<file path="config.mk">
export PLATFORM = sky130hd
export DESIGN_NAME = cpu_control_fsm
export DESIGN_NICKNAME = d
export VERILOG_FILES = /design/src/rtl/cpu_control_fsm.sv
export SDC_FILE = /design/constraint.sdc
export NUM_CORES = 1
export LEC_CHECK = 0
export CAP_MARGIN = 5
export CORE_ASPECT_RATIO = 0.5
export CORE_UTILIZATION = 44
export DETAILED_ROUTE_END_ITERATION = 16
export PLACE_DENSITY = 0.83
export SLEW_MARGIN = 15
export SYNTH_ARGS = -nofsm -noshare
export SYNTH_HDL_FRONTEND = slang
export SYNTH_SLANG_ARGS = --single-unit
</file>
<file path="constraint.sdc">
create_clock -name CLK -period 1.5 [get_ports CLK]
set_input_delay 0.15 -clock CLK [delete_from_list [all_inputs] [get_ports CLK]]
set_output_delay 0.15 -clock CLK [all_outputs]
set_load 0.1 [all_outputs]
</file>
<file path="src/rtl/cpu_control_fsm.sv">
// cpu_control_fsm: multi-cycle fetch/decode/execute/writeback controller with registered outputs
module cpu_control_fsm #(
  parameter int EXEC_CYCLES = 2
) (
  input  logic        CLK,
  input  logic        RESET,
  input  logic [31:0] INSTRUCTION,
  input  logic        IMEM_BUSYWAIT,
  input  logic        ZERO,
  output logic        IMEM_READ,
  output logic [2:0]  ALUOP,
  output logic        IMMSEL,
  output logic        NEGSEL,
  output logic [2:0]  READREG1,
  output logic [2:0]  READREG2,
  output logic [2:0]  WRITEREG,
  output logic [7:0]  IMMEDIATE,
  output logic [7:0]  OFFSET,
  output logic        REG_WRITE,
  output logic        PC_EN,
  output logic        JUMP,
  output logic        BRANCH_TAKEN,
  output logic        ILLEGAL
);
  typedef enum logic [2:0] {RST, FETCH, DECODE, EXECUTE, WRITEBACK, HALT} state_t;
  state_t      state, state_d;
  logic [31:0] ir, ir_d;
  logic [3:0]  cnt, cnt_d;
  logic [7:0]  op;
  logic        imem_read_d, immsel_d, negsel_d, reg_write_d, pc_en_d, jump_d, branch_d, illegal_d;
  logic [2:0]  aluop_d, rr1_d, rr2_d, wr_d;
  logic [7:0]  imm_d, off_d;
  logic        unused_ir_bits;
  assign op = ir[31:24];
  assign unused_ir_bits = ^ir[15:11];
  // Next state plus the value every output register takes on the coming edge;
  // outputs are computed for the state being entered so they are valid throughout it.
  always_comb begin
    state_d = state;
    ir_d = ir;
    cnt_d = cnt;
    imem_read_d = 1'b0;
    aluop_d = ALUOP;
    immsel_d = IMMSEL;
    negsel_d = NEGSEL;
    rr1_d = READREG1;
    rr2_d = READREG2;
    wr_d = WRITEREG;
    imm_d = IMMEDIATE;
    off_d = OFFSET;
    reg_write_d = 1'b0;
    pc_en_d = 1'b0;
    jump_d = 1'b0;
    branch_d = 1'b0;
    illegal_d = ILLEGAL;
    case (state)
      RST: begin
        state_d = FETCH;
        imem_read_d = 1'b1;
      end
      FETCH: begin
        state_d = IMEM_BUSYWAIT ? FETCH : DECODE;
        imem_read_d = IMEM_BUSYWAIT;
        ir_d = IMEM_BUSYWAIT ? ir : INSTRUCTION;
      end
      DECODE: begin
        if (op > 8'h07) begin
          state_d = HALT;
          illegal_d = 1'b1;
        end else begin
          state_d = EXECUTE;
          cnt_d = 4'(EXEC_CYCLES - 1);
          aluop_d = (op == 8'h02 || op == 8'h03 || op == 8'h07) ? 3'b001 :
                    (op == 8'h04) ? 3'b010 : (op == 8'h05) ? 3'b011 : 3'b000;
          immsel_d = op == 8'h00;
          negsel_d = op == 8'h03 || op == 8'h07;
          rr1_d = ir[10:8];
          rr2_d = ir[2:0];
          wr_d = ir[18:16];
          imm_d = ir[7:0];
          off_d = ir[23:16];
        end
      end
      EXECUTE: begin
        if (cnt == 4'd0) begin
          state_d = WRITEBACK;
          pc_en_d = 1'b1;
          reg_write_d = op <= 8'h05;
          jump_d = op == 8'h06;
          branch_d = op == 8'h07 && ZERO;
        end else begin
          cnt_d = cnt - 4'd1;
        end
      end
      WRITEBACK: begin
        state_d = FETCH;
        imem_read_d = 1'b1;
      end
      HALT: state_d = HALT;
      default: state_d = RST;
    endcase
  end
  // State, IR, counter and all output registers; reset clears them without a clock
  always_ff @(posedge CLK or negedge RESET) begin
    if (!RESET) begin
      state <= RST;
      ir <= '0;
      cnt <= '0;
      IMEM_READ <= 1'b0;
      ALUOP <= '0;
      IMMSEL <= 1'b0;
      NEGSEL <= 1'b0;
      READREG1 <= '0;
      READREG2 <= '0;
      WRITEREG <= '0;
      IMMEDIATE <= '0;
      OFFSET <= '0;
      REG_WRITE <= 1'b0;
      PC_EN <= 1'b0;
      JUMP <= 1'b0;
      BRANCH_TAKEN <= 1'b0;
      ILLEGAL <= 1'b0;
    end else begin
      state <= state_d;
      ir <= ir_d;
      cnt <= cnt_d;
      IMEM_READ <= imem_read_d;
      ALUOP <= aluop_d;
      IMMSEL <= immsel_d;
      NEGSEL <= negsel_d;
      READREG1 <= rr1_d;
      READREG2 <= rr2_d;
      WRITEREG <= wr_d;
      IMMEDIATE <= imm_d;
      OFFSET <= off_d;
      REG_WRITE <= reg_write_d;
      PC_EN <= pc_en_d;
      JUMP <= jump_d;
      BRANCH_TAKEN <= branch_d;
      ILLEGAL <= illegal_d;
    end
  end
endmodule

</file>
==> results.txt <==
Outcome: complete, but fails checks
Violated checks: negative setup slack
Total number of yosys warnings: 0
Worst reg2reg startpoint: cnt[1]$_DFFE_PN0P_
Combinational family with the most area after synthesis: multiplexers
R2r setup slk: -0.01 ns
GRT Total Usage: 20.2%
Net count after synthesis: 218
Floorplan die height: 57.9 µm
Number of max-capacitance violations reported: 0
Vias per std cell: 4.97
Seq/Total Area, Yosys: 57.3%
Num ports: 72
Endpoint kind of the worst setup timing path: register
EDFF count, synth: 0
Proportion of synthesized area in mux cells: 24.2%
Maximum number of buffers from clock root to sink: 2
IO Port Bufs: 65
Clock latency of the later-clocked register in the worst-skew pair: 0.32 ns
Chip width: 114 µm
Antenna violations before repair: 0
Worst R2R Path Depth: 5
Data required time of the worst path: 1.76 ns
Die footprint: 6590 µm²
Buf+Inv Stages, Crit Path: 1
Hold Vio Cnt, Final: 0
Maximum vdd ir drop: 835 µV
Wire length of the first global-routing pass: 9670 µm
Library cell with the highest instance count after synthesis: sky130_fd_sc_hd__dfrtp_1
Endpoint of the worst-slack reg-to-reg timing path: cnt[2]$_DFFE_PN0P_
Synth cell types: 40
CP Cell Sequence: inv_1, ha_2, or4bb_1, o22ai_2, a22o_1
Last weighted congestion value of the routability-driven placer: 0.792
Highest Clock Rate: 661 MHz
Post-route total power: 9.09 mW
Number of nets still failing antenna checks after routing: 0
1st-pass router iterations: 4
Final Worst Setup Slack: -0.0118 ns
Core area: 5750 µm²
Clock tree from TritonCTS: built
Register bit total from synthesis: 63
Final Util: 74.8%
Summed instance area of the synthesized netlist: 2750 µm²
Element type at the critical path start: register
H-Tree Level Count: 3
Clock Root Buffer: sky130_fd_sc_hd__clkbuf_16
Synthesized area divided by synthesized cell count: 15.3 µm²
Share of final-layout standard cells stronger than drive strength 1: 49.6%
Kind of path behind the tightest hold check: in2async
Cell area power density: 2110 nW/µm²
Post-layout min period: 1.51 ns
Clock transition at the registers of the reported paths: 0.05 ns
Leakage power: 2.00 nW
Fraction of the mapped netlist area in adder cells: 0.910%
Share of the clock period used by the worst path: 101%
Area fraction of the dominant cell type after synthesis: 57.3%
Clk sink count: 63
Layout area overhead: 56.3%
Setup repair after global routing missed its margin: true
First DRT Iteration DRCs: 78
Post-synthesis compound-gate area fraction: 3.73%
Clock buffer count from CTS: 9
Maximum number of pins on one net before global-route repair: 64
Worst clock skew on the final layout: 0.00341 ns
XOR/XNOR Fraction of Synth Area: 0%
Top cells by area in the synthesized netlist: sky130_fd_sc_hd__dfrtp_1 (57%), sky130_fd_sc_hd__mux2_2 (11%), sky130_fd_sc_hd__mux2_4 (10%)
Async set-or-reset flop fraction in the synthesized netlist: 100%
Maximum cell stage delay along the critical path: 0.42 ns
Critical path start-end classification: reg2reg
Total number of vias: 1758
Final number of max-transition violations: 0
Core Rows: 19
Detailed-route wire length per cell: 17.1 µm
Total detailed-routing wirelength: 6040 µm
Count of final setup violators: 7
Worst Path Max Fanout: 2
Filler cells: 347
Hpwl dp: 3910 µm
Ant. Diodes: 0
Final routed DRC violation total: 0
Cell accounting for the most synthesized area: sky130_fd_sc_hd__dfrtp_1
Total congestion overflow after global routing: 0
Fraction of the mapped netlist area in simple logic gates: 8.19%
Cell count after synthesis: 180
Final net count: 303
Via count of the first global-routing pass: 1931
Cell family with the largest share of critical-path delay: simple AND/OR/NAND/NOR gates
Slowest stage cell, crit path: sky130_fd_sc_hd__or4bb_1
Dominant synthesized flop cell: sky130_fd_sc_hd__dfrtp_1
Most used standard cells in the synthesized netlist: sky130_fd_sc_hd__dfrtp_1 (63), sky130_fd_sc_hd__mux2_2 (28), sky130_fd_sc_hd__mux2_4 (19)
Worst Path Arrival: 1.77 ns
Starting utilization of the core area: 47.8%
## worst min-delay path: cells and delay by family
kind     cells  cell delay [ns]
buf+inv      3             0.93
## final cells by class
class / count / area (µm²) / share of cell area, %
inverters: 4 / 15.0 / 0.349
clock buffers: 11 / 233 / 5.41
flip-flops and latches: 63 / 1580 / 36.7
well taps: 84 / 105 / 2.44
clock inverters: 5 / 25.0 / 0.582
multi-input cells: 98 / 1120 / 26.0
repair buffers: 89 / 1230 / 28.5
## what timing repair did
action	CTS	global route
endpoints found under the setup margin	47	48
hold buffers	1	0
hold endpoints to repair	63	0
pin swaps	2	5
buffers inserted	6	1
resized for setup	5	21
## metal layers
metal / vias to the layer above / global-route usage (%) / share of wire [%]
met5: - / 0 / 0
met4: 0 / 7.98 / 1.4
met3: 13 / 7.11 / 4.3
met2: 42 / 36.0 / 53
met1: 890 / 22.7 / 41
li1: 813 / - / -
## cells in the final DEF (no fill, tap or decap), types with 2 or more instances in the layout
cell | netlist | routed
sky130_fd_sc_hd__dfrtp_1 | 63 | 62
sky130_fd_sc_hd__buf_12 | 0 | 38
sky130_fd_sc_hd__mux2_4 | 19 | 30
sky130_fd_sc_hd__clkdlybuf4s50_1 | 0 | 29
sky130_fd_sc_hd__mux2_2 | 28 | 17
sky130_fd_sc_hd__buf_4 | 7 | 17
sky130_fd_sc_hd__clkbuf_16 | 0 | 9
sky130_fd_sc_hd__clkinv_2 | 0 | 5
sky130_fd_sc_hd__nand2_1 | 4 | 4
sky130_fd_sc_hd__mux2_1 | 4 | 4
sky130_fd_sc_hd__inv_1 | 4 | 3
sky130_fd_sc_hd__nor3_2 | 1 | 3
sky130_fd_sc_hd__a22o_1 | 3 | 3
sky130_fd_sc_hd__a21o_1 | 3 | 3
sky130_fd_sc_hd__buf_6 | 4 | 3
sky130_fd_sc_hd__a21oi_1 | 2 | 2
sky130_fd_sc_hd__nor3b_4 | 1 | 2
sky130_fd_sc_hd__nor3_1 | 4 | 2
sky130_fd_sc_hd__and2_1 | 2 | 2
sky130_fd_sc_hd__nor2b_1 | 2 | 2
sky130_fd_sc_hd__clkbuf_1 | 0 | 2
## metrics by stage
step	hold WS (ns)	worst slack [ns]	TNS (ns)	instances	cell area (µm²)
floorplan	-0.146	0.00827	0	180	2750
global placement	0.177	-0.161	-3.94	331	3880
detailed placement	0.185	-0.212	-5.69	331	3880
CTS	0.379	-0.0178	-0.0533	353	4200
global route	0.408	-0.0949	-2.16	354	4300
finish	0.363	-0.0118	-0.0393	354	4300
## kinds of logic (layout without fill, tap and decap cells)
group / count (synthesis) / after routing
adder cells (fa/ha/maj): 2 / 2
AND/OR/NAND/NOR: 28 / 28
other: 1 / 1
flip-flops: 63 / 63
buffers and inverters: 19 / 109
AO/OA/AOI/OAI: 14 / 14
multiplexers: 53 / 53
## sequential cells by signal, summed over array words and instances (netlist names), 2 cells and up
| name | flops |
|---|---|
| IMMEDIATE | 6 |
| OFFSET | 6 |
| state | 3 |
| cnt | 4 |
| READREG1 | 3 |
| ALUOP | 2 |
| READREG2 | 2 |
| WRITEREG | 2 |
| ir | 27 |
## worst max-delay path by stage
stage	start	end	slack, ns	cells after the start
6_report	cnt[1]$_DFFE_PN0P_	cnt[2]$_DFFE_PN0P_	-0.01	5
5_1_grt	state[1]$_DFFE_PN0P_	ir[23]$_DFFE_PN0P_	-0.09	3
4_1_cts	state[1]$_DFFE_PN0P_	ir[25]$_DFFE_PN0P_	-0.02	3
3_5_place_dp	IMEM_BUSYWAIT	ir[22]$_DFFE_PN0P_	-0.21	4
3_3_place_gp	IMEM_BUSYWAIT	ir[18]$_DFFE_PN0P_	-0.16	4
2_1_floorplan	state[2]$_DFFE_PN0P_	ir[18]$_DFFE_PN0P_	0.008	5
## report_power, final
group	switching [mW]	total [mW]	internal [mW]	leakage [nW]
clock network	0.689	1.79	1.10	0.133
logic	2.35	4.39	2.04	1.09
registers	0.584	2.91	2.32	0.787
No activity file was read; power rests on OpenSTA's default activity.
